`src/rtl/pic_pkg.sv`:
```
// Shared types and constants for the 8259A-compatible PIC command path.
// Holds the init sequencer state enum, OCW2 command codes and ICW/OCW bit positions.
package pic_pkg;

  typedef enum logic [2:0] {
    IDLE      = 3'd0,
    WAIT_ICW2 = 3'd1,
    WAIT_ICW3 = 3'd2,
    WAIT_ICW4 = 3'd3,
    READY     = 3'd4
  } pic_state_e;

  // OCW2 {R,SL,EOI} command codes
  localparam logic [2:0] OCW2_NS_EOI  = 3'b001;
  localparam logic [2:0] OCW2_SP_EOI  = 3'b011;
  localparam logic [2:0] OCW2_ROT_NS  = 3'b101;
  localparam logic [2:0] OCW2_ROT_SP  = 3'b111;
  localparam logic [2:0] OCW2_SET_AR  = 3'b100;
  localparam logic [2:0] OCW2_CLR_AR  = 3'b000;
  localparam logic [2:0] OCW2_SET_PRI = 3'b110;

  localparam int ICW1_IC4   = 0;
  localparam int ICW1_SNGL  = 1;
  localparam int ICW1_LTIM  = 3;
  localparam int CMD_ICW1   = 4;
  localparam int OCW_SEL    = 3;
  localparam int ICW4_AEOI  = 1;
  localparam int ICW4_SFNM  = 4;
  localparam int OCW3_RIS   = 0;
  localparam int OCW3_RR    = 1;
  localparam int OCW3_P     = 2;
  localparam int OCW3_SMM   = 5;
  localparam int OCW3_ESMM  = 6;

  function automatic logic is_icw1(input logic a0, input logic [7:0] d);
    return (!a0) && d[CMD_ICW1];
  endfunction

endpackage

```
`src/rtl/pic_ocw_decode.sv`:
```
// Combinational field decode of an A0=0 data byte into OCW2/OCW3 actions.
// The sequencer qualifies these with the write strobe and its READY state.
module pic_ocw_decode
  import pic_pkg::*;
(
  input  logic [7:0] d,
  output logic       ocw2_sel_s,
  output logic       ocw3_sel_s,
  output logic [2:0] level_s,
  output logic       eoi_s,
  output logic       eoi_specific_s,
  output logic       rotate_s,
  output logic       set_pri_s,
  output logic       set_ar_s,
  output logic       clr_ar_s,
  output logic       rd_update_s,
  output logic       rd_isr_s,
  output logic       smm_update_s,
  output logic       smm_val_s,
  output logic       poll_s
);

  assign ocw2_sel_s   = (!d[CMD_ICW1]) && (!d[OCW_SEL]);
  assign ocw3_sel_s   = (!d[CMD_ICW1]) && d[OCW_SEL];
  assign level_s      = d[2:0];
  assign rd_update_s  = d[OCW3_RR];
  assign rd_isr_s     = d[OCW3_RIS];
  assign smm_update_s = d[OCW3_ESMM];
  assign smm_val_s    = d[OCW3_SMM];
  assign poll_s       = d[OCW3_P];

  // OCW2 {R,SL,EOI} command decode
  always_comb begin
    eoi_s          = 1'b0;
    eoi_specific_s = 1'b0;
    rotate_s       = 1'b0;
    set_pri_s      = 1'b0;
    set_ar_s       = 1'b0;
    clr_ar_s       = 1'b0;
    case (d[7:5])
      OCW2_NS_EOI:  eoi_s = 1'b1;
      OCW2_SP_EOI:  begin eoi_s = 1'b1; eoi_specific_s = 1'b1; end
      OCW2_ROT_NS:  begin eoi_s = 1'b1; rotate_s = 1'b1; end
      OCW2_ROT_SP:  begin eoi_s = 1'b1; rotate_s = 1'b1; eoi_specific_s = 1'b1; end
      OCW2_SET_AR:  set_ar_s = 1'b1;
      OCW2_CLR_AR:  clr_ar_s = 1'b1;
      OCW2_SET_PRI: set_pri_s = 1'b1;
      default:      eoi_s = 1'b0;
    endcase
  end

endmodule

```
`src/rtl/pic_cmd_sequencer.sv`:
```
// 8259A-compatible command/initialization sequencer: tracks ICW1-ICW4, applies
// OCW1-OCW3 once initialized, and registers all configuration and command pulses.
module pic_cmd_sequencer
  import pic_pkg::*;
#(
  parameter logic [7:0] RESET_IMR = 8'h00
) (
  input  logic       CLK,
  input  logic       RST_n,
  input  logic       CS,
  input  logic       WR,
  input  logic       A0,
  input  logic [7:0] D,
  output logic       LTIM,
  output logic       SNGL,
  output logic       SFNM,
  output logic       AEOI,
  output logic       AR,
  output logic [4:0] TReg,
  output logic [7:0] ICW3,
  output logic [7:0] IMR,
  output logic       readIRR,
  output logic       readISR,
  output logic       SMM,
  output logic       eoiPulse,
  output logic       eoiSpecific,
  output logic       rotatePulse,
  output logic       setPriPulse,
  output logic [2:0] level,
  output logic       pollPulse,
  output logic       initDone
);

  pic_state_e state_r, state_nxt;
  logic ic4_r, ic4_nxt, ltim_r, ltim_nxt, sngl_r, sngl_nxt, sfnm_r, sfnm_nxt;
  logic aeoi_r, aeoi_nxt, ar_r, ar_nxt, rirr_r, rirr_nxt, risr_r, risr_nxt;
  logic smm_r, smm_nxt, init_r, init_nxt;
  logic eoi_r, eoi_nxt, eoi_sp_r, eoi_sp_nxt, rot_r, rot_nxt;
  logic setpri_r, setpri_nxt, poll_r, poll_nxt;
  logic [4:0] treg_r, treg_nxt;
  logic [7:0] icw3_r, icw3_nxt, imr_r, imr_nxt;
  logic [2:0] level_r, level_nxt;

  logic wr_s;
  logic ocw2_sel_s, ocw3_sel_s, dec_eoi_s, dec_eoi_sp_s, dec_rot_s, dec_setpri_s;
  logic dec_set_ar_s, dec_clr_ar_s, dec_rd_upd_s, dec_rd_isr_s;
  logic dec_smm_upd_s, dec_smm_val_s, dec_poll_s;
  logic [2:0] dec_level_s;

  assign wr_s = CS & WR;

  pic_ocw_decode u_ocw_decode (
    .d              (D),
    .ocw2_sel_s     (ocw2_sel_s),
    .ocw3_sel_s     (ocw3_sel_s),
    .level_s        (dec_level_s),
    .eoi_s          (dec_eoi_s),
    .eoi_specific_s (dec_eoi_sp_s),
    .rotate_s       (dec_rot_s),
    .set_pri_s      (dec_setpri_s),
    .set_ar_s       (dec_set_ar_s),
    .clr_ar_s       (dec_clr_ar_s),
    .rd_update_s    (dec_rd_upd_s),
    .rd_isr_s       (dec_rd_isr_s),
    .smm_update_s   (dec_smm_upd_s),
    .smm_val_s      (dec_smm_val_s),
    .poll_s         (dec_poll_s)
  );

  // Next-state and next-register computation; pulses default low every cycle
  always_comb begin
    state_nxt  = state_r;   ic4_nxt  = ic4_r;   ltim_nxt = ltim_r;  sngl_nxt = sngl_r;
    sfnm_nxt   = sfnm_r;    aeoi_nxt = aeoi_r;  ar_nxt   = ar_r;    rirr_nxt = rirr_r;
    risr_nxt   = risr_r;    smm_nxt  = smm_r;   init_nxt = init_r;  treg_nxt = treg_r;
    icw3_nxt   = icw3_r;    imr_nxt  = imr_r;   level_nxt = level_r;
    eoi_nxt    = 1'b0;      eoi_sp_nxt = 1'b0;  rot_nxt  = 1'b0;
    setpri_nxt = 1'b0;      poll_nxt = 1'b0;
    if (wr_s && is_icw1(A0, D)) begin
      state_nxt = WAIT_ICW2;
      init_nxt  = 1'b0;
      imr_nxt   = RESET_IMR;
      rirr_nxt  = 1'b1;
      risr_nxt  = 1'b0;
      smm_nxt   = 1'b0;
      ar_nxt    = 1'b0;
      aeoi_nxt  = 1'b0;
      sfnm_nxt  = 1'b0;
      ltim_nxt  = D[ICW1_LTIM];
      sngl_nxt  = D[ICW1_SNGL];
      ic4_nxt   = D[ICW1_IC4];
    end else if (wr_s) begin
      case (state_r)
        IDLE: state_nxt = IDLE;
        WAIT_ICW2: begin
          if (A0) begin
            treg_nxt = D[7:3];
            if (!sngl_r) begin
              state_nxt = WAIT_ICW3;
            end else if (ic4_r) begin
              state_nxt = WAIT_ICW4;
            end else begin
              state_nxt = READY;
              init_nxt  = 1'b1;
            end
          end else begin
            state_nxt = WAIT_ICW2;
          end
        end
        WAIT_ICW3: begin
          if (A0) begin
            icw3_nxt = D;
            if (ic4_r) begin
              state_nxt = WAIT_ICW4;
            end else begin
              state_nxt = READY;
              init_nxt  = 1'b1;
            end
          end else begin
            state_nxt = WAIT_ICW3;
          end
        end
        WAIT_ICW4: begin
          if (A0) begin
            aeoi_nxt  = D[ICW4_AEOI];
            sfnm_nxt  = D[ICW4_SFNM];
            state_nxt = READY;
            init_nxt  = 1'b1;
          end else begin
            state_nxt = WAIT_ICW4;
          end
        end
        READY: begin
          if (A0) begin
            imr_nxt = D;
          end else if (ocw2_sel_s) begin
            level_nxt  = dec_level_s;
            eoi_nxt    = dec_eoi_s;
            eoi_sp_nxt = dec_eoi_sp_s;
            rot_nxt    = dec_rot_s;
            setpri_nxt = dec_setpri_s;
            if (dec_set_ar_s) begin
              ar_nxt = 1'b1;
            end else if (dec_clr_ar_s) begin
              ar_nxt = 1'b0;
            end else begin
              ar_nxt = ar_r;
            end
          end else if (ocw3_sel_s) begin
            poll_nxt = dec_poll_s;
            if (dec_rd_upd_s) begin
              rirr_nxt = ~dec_rd_isr_s;
              risr_nxt = dec_rd_isr_s;
            end else begin
              rirr_nxt = rirr_r;
            end
            if (dec_smm_upd_s) begin
              smm_nxt = dec_smm_val_s;
            end else begin
              smm_nxt = smm_r;
            end
          end else begin
            state_nxt = READY;
          end
        end
        default: begin
          state_nxt = IDLE;
          init_nxt  = 1'b0;
        end
      endcase
    end else begin
      state_nxt = state_r;
    end
  end

  // State register
  always_ff @(posedge CLK) begin
    if (!RST_n) begin
      state_r <= IDLE;
    end else begin
      state_r <= state_nxt;
    end
  end

  // Configuration and pulse registers
  always_ff @(posedge CLK) begin
    if (!RST_n) begin
      ic4_r  <= 1'b0; ltim_r <= 1'b0; sngl_r <= 1'b0; sfnm_r <= 1'b0;
      aeoi_r <= 1'b0; ar_r   <= 1'b0; rirr_r <= 1'b1; risr_r <= 1'b0;
      smm_r  <= 1'b0; init_r <= 1'b0; treg_r <= 5'd0; icw3_r <= 8'h00;
      imr_r  <= RESET_IMR; level_r <= 3'd0;
      eoi_r  <= 1'b0; eoi_sp_r <= 1'b0; rot_r <= 1'b0; setpri_r <= 1'b0; poll_r <= 1'b0;
    end else begin
      ic4_r  <= ic4_nxt;  ltim_r <= ltim_nxt; sngl_r <= sngl_nxt; sfnm_r <= sfnm_nxt;
      aeoi_r <= aeoi_nxt; ar_r   <= ar_nxt;   rirr_r <= rirr_nxt; risr_r <= risr_nxt;
      smm_r  <= smm_nxt;  init_r <= init_nxt; treg_r <= treg_nxt; icw3_r <= icw3_nxt;
      imr_r  <= imr_nxt;  level_r <= level_nxt;
      eoi_r  <= eoi_nxt;  eoi_sp_r <= eoi_sp_nxt; rot_r <= rot_nxt;
      setpri_r <= setpri_nxt; poll_r <= poll_nxt;
    end
  end

  assign LTIM        = ltim_r;
  assign SNGL        = sngl_r;
  assign SFNM        = sfnm_r;
  assign AEOI        = aeoi_r;
  assign AR          = ar_r;
  assign TReg        = treg_r;
  assign ICW3        = icw3_r;
  assign IMR         = imr_r;
  assign readIRR     = rirr_r;
  assign readISR     = risr_r;
  assign SMM         = smm_r;
  assign eoiPulse    = eoi_r;
  assign eoiSpecific = eoi_sp_r;
  assign rotatePulse = rot_r;
  assign setPriPulse = setpri_r;
  assign level       = level_r;
  assign pollPulse   = poll_r;
  assign initDone    = init_r;

endmodule

```
`config.mk`:
```
export PLATFORM = sky130hd
export DESIGN_NAME = pic_cmd_sequencer
export DESIGN_NICKNAME = d
export VERILOG_FILES = /design/src/rtl/pic_pkg.sv /design/src/rtl/pic_ocw_decode.sv /design/src/rtl/pic_cmd_sequencer.sv
export SDC_FILE = /design/constraint.sdc
export NUM_CORES = 1
export LEC_CHECK = 0
export BUFFER_PORTS_ARGS = -buffer_cell sky130_fd_sc_hd__buf_2
export CAP_MARGIN = 20
export CORE_MARGIN = 2
export CORE_UTILIZATION = 40
export DETAILED_ROUTE_END_ITERATION = 6
export PLACE_DENSITY_LB_ADDON = 0.2
export RECOVER_POWER = 25
export SLEW_MARGIN = 20
export SYNTH_ARGS = -nofsm -noshare
export SYNTH_HDL_FRONTEND = slang
export SYNTH_SLANG_ARGS = --single-unit
```
`constraint.sdc`:
```
create_clock -name CLK -period 2.5 [get_ports CLK]
set_input_delay 0.5 -clock CLK [delete_from_list [all_inputs] [get_ports CLK]]
set_output_delay 0.5 -clock CLK [all_outputs]
set_load 0.005 [all_outputs]
```
==> Yosys cells after proc, flatten, opt, wreduce, memory -nomap -nowiden <==
Index checks and enable logic that the tools add are counted.
{ "word_totals": {"ff_bits": 42, "latch_bits": 0, "ramBits": 0, "mem_bits_ro": 0, "input_bits": 13, "out_inout_bits": 38, "n_memories": 0} }
{ "op_classes": {"addsub": 0, "multipliers": 0, "n_div": 0, "n_lt_le_gt_ge": 0, "n_eq_ne": 20, "n_shift": 0, "mux": 25, "bitwise_logic": 10, "reduce_logical": 29} }
{ "ops": {"columns": ["op", "count"], "rows": [
  ["$mux 3", 8],
  ["$reduce_and 6->1", 3],
  ["$reduce_and 4->1", 4],
  ["$eq 3x3->1 const B", 5],
  ["$mux 1", 15],
  ["$ne 2x2->1 const B", 7],
  ["$pmux 3 s4", 1],
  ["$reduce_and 5->1", 2],
  ["$eq 3x2->1 const B", 3],
  ["$ne 3x3->1 const B", 3],
  ["$not 1->1", 9],
  ["$reduce_or 2->1", 4],
  ["$reduce_or 7->1", 1],
  ["$eq 3x1->1 const B", 2],
  ["$logic_not 3->1", 2],
  ["$reduce_and 3->1", 2],
  ["$reduce_or 6->1", 1],
  ["$logic_and 1x1->1", 4],
  ["$pmux 1 s4", 1],
  ["$reduce_bool 2->1", 2],
  ["$reduce_or 4->1", 1],
  ["$logic_not 1->1", 3],
  ["$and 1x1->1", 1]
]} }

==> Logic depth before layout (Yosys ltp) <==
Gate-level depths: netlist of the first run.
{ "depth": {"depth_word": 8, "mapped_depth": 6} }

==> Cells and area by module <==
Synthesis of the first run repeated with hierarchy kept, for this count alone.
{ "hier_totals": {"cells_unflattened": 202, "area_unflattened_um2": 1828.0} }
{ "modules_own_cells": {"columns": ["mod", "n_inst", "cells_each", "area_per_inst_um2"], "rows": [
  ["pic_cmd_sequencer", 1, 186, 1717.9],
  ["pic_ocw_decode", 1, 16, 110.1]
]} }

==> Worst setup path before layout of the first run <==
No wires, ideal clock.
{ "synth_timing": {"path_kind": "input-to-reg", "from": "input port D[3]", "to": "register ar_r, in the netlist AR", "setup_time_ns": 0.115, "t_arrival_ns": 1.664, "t_required_ns": 2.385, "path_slack_ns": 0.721, "cell_stages": 4, "path_buffers": 0, "cell_sequence": "or4b_4 > nor4_4 > a21boi_0 > o21a_1"} }
{ "synth_between": {"elab_chain_cells": 3} }
{ "synth_rtl": {"columns": ["element", "line_no", "rtl"], "rows": [
  ["start, declared", "pic_cmd_sequencer.sv:13", "input logic [7:0] D,"],
  ["$logic_not 1->1", "pic_ocw_decode.sv:23", "assign ocw2_sel_s = (!d[CMD_ICW1]) && (!d[OCW_SEL]);"],
  ["$logic_and 1x1->1", "pic_ocw_decode.sv:23", null],
  ["$reduce_and 5->1 (no line)", null, null],
  ["end signal, assigned", "pic_cmd_sequencer.sv:194", "aeoi_r <= aeoi_nxt; ar_r <= ar_nxt; rirr_r <= rirr_nxt; risr_r <= risr_nxt;"],
  ["end, declared", "pic_cmd_sequencer.sv:36", "logic aeoi_r, aeoi_nxt, ar_r, ar_nxt, rirr_r, rirr_nxt, risr_r, risr_nxt;"]
]} }
Every way passes these cells.
A chain may end at the register's enable or synchronous reset.

==> Final worst setup path of the first run <==
{ "layout_timing": {"from": "register state_r[2]", "to": "register ar_r, in the netlist AR"} }
{ "layout_between": {"elab_chain_cells": 2} }
{ "layout_rtl": {"columns": ["element", "line_no", "rtl"], "rows": [
  ["start, declared", "pic_cmd_sequencer.sv:34", "pic_state_e state_r, state_nxt;"],
  ["start signal, assigned", "pic_cmd_sequencer.sv:180", "state_r <= state_nxt;"],
  ["$eq 3x3->1", "pic_cmd_sequencer.sv:92", "case (state_r)"],
  ["$reduce_and 5->1 (no line)", null, null]
]} }
Every way passes these cells.

==> results of run 1 <==
-- worst paths after layout --
path	start	to	slack, ns	cells after the start
worst min-delay path	ICW3[6]$_SDFFE_PN0P_	ICW3[6]$_SDFFE_PN0P_	0.46	2
worst max-delay path	state_r[2]$_SDFFE_PP0P_	AR$_SDFFE_PP0P_	0.65	4
worst min register to register	ICW3[6]$_SDFFE_PN0P_	ICW3[6]$_SDFFE_PN0P_	0.46	2
worst max register to register	state_r[2]$_SDFFE_PP0P_	AR$_SDFFE_PP0P_	0.65	4
-- worst max-delay path, cell delays in order (launching register included) --
cell and delay, ns:
dfxtp_1 0.53, or4b_4 0.52, nor4_4 0.34, a21boi_0 0.16, o21a_1 0.20
-- power by group --
group	leakage (uW)	internal [uW]	switching, uW
Combinational	0.000456	16.4	42.7
Sequential	0.000338	670	3.53
Clock	0.0000514	298	230
Total	0.000846	985	276
-- cells by family after synthesis --
| group | Yosys count | synth area share |
|---|---|---|
| compound gates | 29 | 0.102 |
| mux | 19 | 0.114 |
| simple gates | 79 | 0.245 |
| flops | 42 | 0.505 |
| buf+inv | 13 | 0.0345 |
-- stage by stage --
step	area, um2	hold slack (ns)	util	setup slack [ns]	power, uW
2_1_floorplan	1670	0.452	-	0.721	717
3_3_place_gp	1970	0.441	0.492	0.505	749
3_5_place_dp	1970	0.450	0.492	0.487	749
4_1_cts	2080	0.463	0.520	0.637	1280
5_1_grt	2070	0.473	0.516	0.502	1310
6_report	2070	0.456	0.516	0.651	1260
-- final cells by class --
cell class | instances | area (um2) | share of cell area
well taps | 50 | 62.6 | 0.0303
clock buffers | 6 | 72.6 | 0.0351
clock inverters | 2 | 37.5 | 0.0182
flip-flops and latches | 42 | 841 | 0.407
multi-input cells | 127 | 774 | 0.375
repair buffers | 54 | 267 | 0.129
inverters | 3 | 11.3 | 0.00545
-- cells in the mapped netlist --
library cell / number / area (um2)
a21boi_0: 1 / 7.51
a21o_1: 1 / 7.51
a21oi_1: 4 / 20.0
a22oi_1: 1 / 7.51
a31oi_1: 2 / 12.5
and2_1: 3 / 18.8
and3_1: 3 / 18.8
and4_1: 1 / 8.76
and4b_1: 1 / 10.0
buf_2: 1 / 5.00
buf_6: 1 / 11.3
clkbuf_1: 8 / 30.0
dfxtp_1: 42 / 841
inv_1: 3 / 11.3
mux2i_1: 19 / 190
nand2_1: 22 / 82.6
nand3_1: 15 / 75.1
nand4b_1: 1 / 8.76
nor2_1: 23 / 86.3
nor3_1: 3 / 15.0
nor4_1: 1 / 6.26
nor4_2: 2 / 25.0
nor4_4: 1 / 21.3
nor4b_1: 2 / 17.5
o211ai_1: 1 / 7.51
o21a_1: 3 / 22.5
o21ai_0: 14 / 70.1
o22ai_1: 1 / 6.26
o41ai_1: 1 / 8.76
or4b_4: 1 / 13.8
-- flip-flops by register name, summed over array words and instances, names as in the netlist --
| register | count |
|---|---|
| AEOI | 1 |
| AR | 1 |
| ICW3 | 8 |
| IMR | 8 |
| LTIM | 1 |
| SFNM | 1 |
| SMM | 1 |
| SNGL | 1 |
| TReg | 5 |
| eoiPulse | 1 |
| eoiSpecific | 1 |
| ic4_r | 1 |
| initDone | 1 |
| level | 3 |
| pollPulse | 1 |
| readIRR | 1 |
| readISR | 1 |
| rotatePulse | 1 |
| setPriPulse | 1 |
| state_r | 3 |
-- metal layers --
layer	global-route usage	share of wire
met2	0.249	0.45
met3	0.0633	0.060
met5	0	0
met1	0.252	0.48
met4	0.0575	0.011
-- cells in the final DEF (no fill, tap or decap), drive strengths merged, types with 2 or more instances in the layout --
| cell type | n |
|---|---|
| buf | 44 |
| nor3 | 3 |
| inv | 3 |
| nor4b | 2 |
| o21a | 3 |
| dfxtp | 42 |
| and2 | 3 |
| nand2 | 22 |
| nor4 | 4 |
| and3 | 3 |
| clkbuf | 16 |
| a21oi | 4 |
| mux2i | 19 |
| a31oi | 2 |
| o21ai | 14 |
| nor2 | 23 |
| nand3 | 15 |
==> impl_metrics.ini, run 1 <==
[pwr]
ir_drop_mv = 0.573
total_leakage_power_uw = 0.000846
power_density_nw_per_um2 = 610

[sta]
fin_skew_ns = 0.00480
rsz0062_at_grt = no
maxSlewHeadroom = 0.417
fmax_mhz = 541
layout_min_cycle_time_ns = 1.85
setup_tns_ns = 0
max_slew.worst_pin.slew_ns = 0.874
fin_crit_sh = 0.740
hold_viol = 0
slew_violations = 0
setup_viol = 0

[clocking]
clk_latency_ns = 0.29
cts_sinks = 42
clockBufferDepth = 2
cts-root-buf = clkbuf_8
clkTransAtPathRegs_ns = 0.08
cts-resized-gates = 0
postCtsHoldBufs = 0
cts_tree = done
cts.htree.levels = 2
cts_setup_buffers = 0
tritoncts.num_buffers = 5

[worst_setup_path]
worst-setup-path-type = register to register
path_max_fanout = 10
crit_path_end_kind = register
start_kind = register
arrival_ns = 2.04
crit_required_ns = 2.70

[floorplan]
initial_utilization = 0.417
dieHeight_um = 68.6
die_w_um = 68.6
die-area_um2 = 4700
io_pins = 51
rows = 23
core_area_um2 = 4000

[grt]
grt_pass1_vias = 1213
grt_max_degree = 23
antenna_found_initial = 0
grtUsageTotal = 0.178
grt_pass1_wl_um = 6140
grt_overflow_total = 0

[finish]
nets = 246
drive_gt1_frac = 0.235
diodes = 0
nFillCells = 397
final_cells = 284
areaGrowthSynthToFinish_pct = 23.9

[detailed_routing]
routedWlPerCell_um = 13.8
num_vias = 1440
viasPerCell = 5.07
drc = 0
drt_first_iter_violations = 72
antenna_left = 0
first_pass_iters = 4
drt-total-wl_um = 3910

[synthesis]
syn_avg_cell_area_um2 = 9.16
synth_area_um2 = 1670
syn_inst = 182
ys_ff_latch = 42
yosys_warnings = 0
ys_seq_area_frac = 0.505
yosysUniqueCellTypes = 30
synthesis.nets = 195

[place]
dp.cells = 276
port_buffers = 50
gp_congestion = 0.887
dpl.hpwl_um = 2740

[run_status]
outcome = complete, no violations

[worst_hold_path]
holdCritPathClass = register to register

[run]
cap_violations = 0
(Power assumes the default switching activity.)
==> run 2: changes to the inputs <==
--- a/config.mk
+++ b/config.mk
@@ -5,6 +5,7 @@
 export SDC_FILE = /design/constraint.sdc
 export NUM_CORES = 1
 export LEC_CHECK = 0
+export ABC_AREA = 1
 export BUFFER_PORTS_ARGS = -buffer_cell sky130_fd_sc_hd__buf_2
 export CAP_MARGIN = 20
 export CORE_MARGIN = 2
==> constraint.sdc (replaced) <==
create_clock -name CLK -period 1.6 [get_ports CLK]
set_input_delay 0.32 -clock CLK [delete_from_list [all_inputs] [get_ports CLK]]
set_output_delay 0.32 -clock CLK [all_outputs]
set_load 0.005 [all_outputs]
==> run 2 against run 1 <==
Against the previous run: cell area grew 2.8%; clock skew grew 0.0027 ns; final cell count grew 21%; register-to-register slack lost 0.44 ns; utilization shrank 2.5 points.
==> impl_metrics.ini, run 2 <==
[run_status]
outcome = complete, no violations

[worst_setup_path]
crit_required_ns = 1.79
crit_path_end = readISR$_SDFFE_PP0P_
arrival_ns = 1.58
r2r-start = state_r[1]$_SDFFE_PP0P_
crit_path_end_kind = register
cpPeakStageDelay_ns = 0.41
slowest_stage = dfxtp_1
crit_start = state_r[1]$_SDFFE_PP0P_
crit_path_frequent_cell = nand2_1
ff2ff_path_depth = 8
rrSetupSlack_ns = 0.21
r2r_end = readISR$_SDFFE_PP0P_
critPathTopFamily = simple AND/OR/NAND/NOR gates
worst-setup-path-type = register to register
start_kind = register
path_max_fanout = 9
worstPathCellList = inv_2 -> nand2_1 -> nor2_2 -> nand2_1 -> nor2_1 -> nand2_1 -> nand2_1 -> nor2_1
path_buf_inv = 1
cp.depth = 8

[pwr]
power_density_nw_per_um2 = 891
ir_drop_mv = 0.469
total_leakage_power_uw = 0.000984

[synthesis]
yosys_warnings = 0
synth_edf_count = 0
synth_most_common_cell = nor2_1
yosys.area_share.simple = 0.277
synth_top_area_share = 0.474
syn_inst = 239
ys_async_sr_fraction = 0
ys_ff_latch = 42
muxShareOfSynthArea = 0
synth_fa_ha_area_frac = 0
synth_commonest_cells = 48 x nor2_1, 42 x dfxtp_1, 32 x nand2_1, 31 x o21ai_0, 23 x a21oi_1
ys_seq_area_frac = 0.474
synth.area.top_cells = dfxtp_1 47%, nor2_1 10%, o21ai_0 8.8%
synth_top_family_by_area = simple AND/OR/NAND/NOR gates
synthesis.nets = 252
yosysUniqueCellTypes = 21
yosys.area.top_type = dfxtp_1
syn_avg_cell_area_um2 = 7.42
synth-main-ff-cell = dfxtp_1
synth_compound_area_frac = 0.163
synth_area_um2 = 1770
synth-xor-area-share = 0

[sta]
hold_viol = 0
setup_tns_ns = 0
setup_viol = 0
slew_violations = 0
fmax_mhz = 718
max_slew.worst_pin.slew_ns = 0.324
fin_skew_ns = 0.00752
rsz0062_at_grt = no
fin_crit_sh = 0.871
layout_min_cycle_time_ns = 1.39
maxSlewHeadroom = 0.784

[finish]
mostFrequentLayoutCells = 48 x nor2_1, 46 x buf_2, 42 x dfxtp_1
multi_input_area_um2 = 776
areaGrowthSynthToFinish_pct = 19.8
diodes = 0
nets = 304
final_area_um2 = 2120
seqCellArea_um2 = 841
drive_gt1_frac = 0.233
nFillCells = 471
mostFrequentLayoutCell = nor2_1

[run]
cap_violations = 0

[floorplan]
initial_utilization = 0.410
die-area_um2 = 4980
die_w_um = 70.6
io_pins = 51
core_area_um2 = 4320
rows = 24
dieHeight_um = 70.6

[clocking]
postCtsHoldBufs = 0
cts_setup_buffers = 0
tritoncts.num_buffers = 5
cts-root-buf = clkbuf_8
clkTransAtPathRegs_ns = 0.08
cts_tree = done
clockBufferDepth = 2
cts_sinks = 42
cts.htree.levels = 2
clk_latency_ns = 0.29
cts-resized-gates = 0

[detailed_routing]
viasPerCell = 4.75
drt-total-wl_um = 4170
num_vias = 1634
drt_first_iter_violations = 66
drc = 0
routedWlPerCell_um = 12.1
antenna_left = 0
first_pass_iters = 5

[grt]
grt_max_degree = 20
grt_pass1_vias = 1545
antenna_found_initial = 0
grtUsageTotal = 0.177
grt_pass1_wl_um = 6980
grt_overflow_total = 0

[place]
port_buffers = 50
gp_congestion = 0.788
dpl_cell_area_um2 = 2040
dpl.hpwl_um = 3220

[worst_hold_path]
holdCritPathClass = input port to register
run 2: worst reg2reg max path, stage by stage, from the launching register on:
cell and delay [ns]:
dfxtp_1 0.41, inv_2 0.13, nand2_1 0.10, nor2_2 0.17, nand2_1 0.11, nor2_1 0.17
nand2_1 0.09, nand2_1 0.07, nor2_1 0.04
run 2: stage by stage:
stage / hold slack, ns / setup WS, ns / total power (uW) / util / cells
4_1_cts: 0.278 / 0.211 / 1920 / 0.494 / 344
5_1_grt: 0.268 / 0.0650 / 1980 / 0.491 / 344
2_1_floorplan: 0.441 / 0.383 / 1150 / - / 239
6_report: 0.290 / 0.207 / 1890 / 0.491 / 344
3_5_place_dp: 0.454 / 0.192 / 1200 / 0.472 / 336
3_3_place_gp: 0.451 / 0.230 / 1200 / 0.472 / 336
run 2: layout make-up:
type / count / area share
clock buffers: 7 / 0.0407
clock inverters: 1 / 0.00412
inverters: 24 / 0.0424
multi-input cells: 166 / 0.365
flip-flops and latches: 42 / 0.396
well taps: 52 / 0.0306
repair buffers: 52 / 0.121
run 2: logic make-up after synthesis:
family | after synthesis
flops | 42
simple gates | 110
compound gates | 56
buf+inv | 31
run 2: how the worst min path moves through the flow:
stage	start	end	slack, ns	cells past startpoint
detailed placement	level[2]$_SDFFE_PN0P_	level[2]$_SDFFE_PN0P_	0.45	2
CTS	D[2]	pollPulse$_SDFF_PP0_	0.28	3
floorplan	D[2]	pollPulse$_SDFF_PP0_	0.44	2
global placement	level[1]$_SDFFE_PN0P_	level[1]$_SDFFE_PN0P_	0.45	2
global route	D[2]	pollPulse$_SDFF_PP0_	0.27	3
finish	D[2]	pollPulse$_SDFF_PP0_	0.29	3
run 2: layer usage:
layer / track usage / part of all wire / routed length, um
met5: 0 / 0 / 0
met4: 0.0503 / 0.013 / 53
met3: 0.0598 / 0.066 / 276
met2: 0.263 / 0.43 / 1800
met1: 0.247 / 0.49 / 2040
run 2: report_power, final:
| group | internal, uW | leakage [uW] | switching [uW] |
|---|---|---|---|
| clock | 357 | 0.0000489 | 364 |
| combinational | 33.9 | 0.000597 | 82.8 |
| sequential | 1050 | 0.000338 | 4.37 |
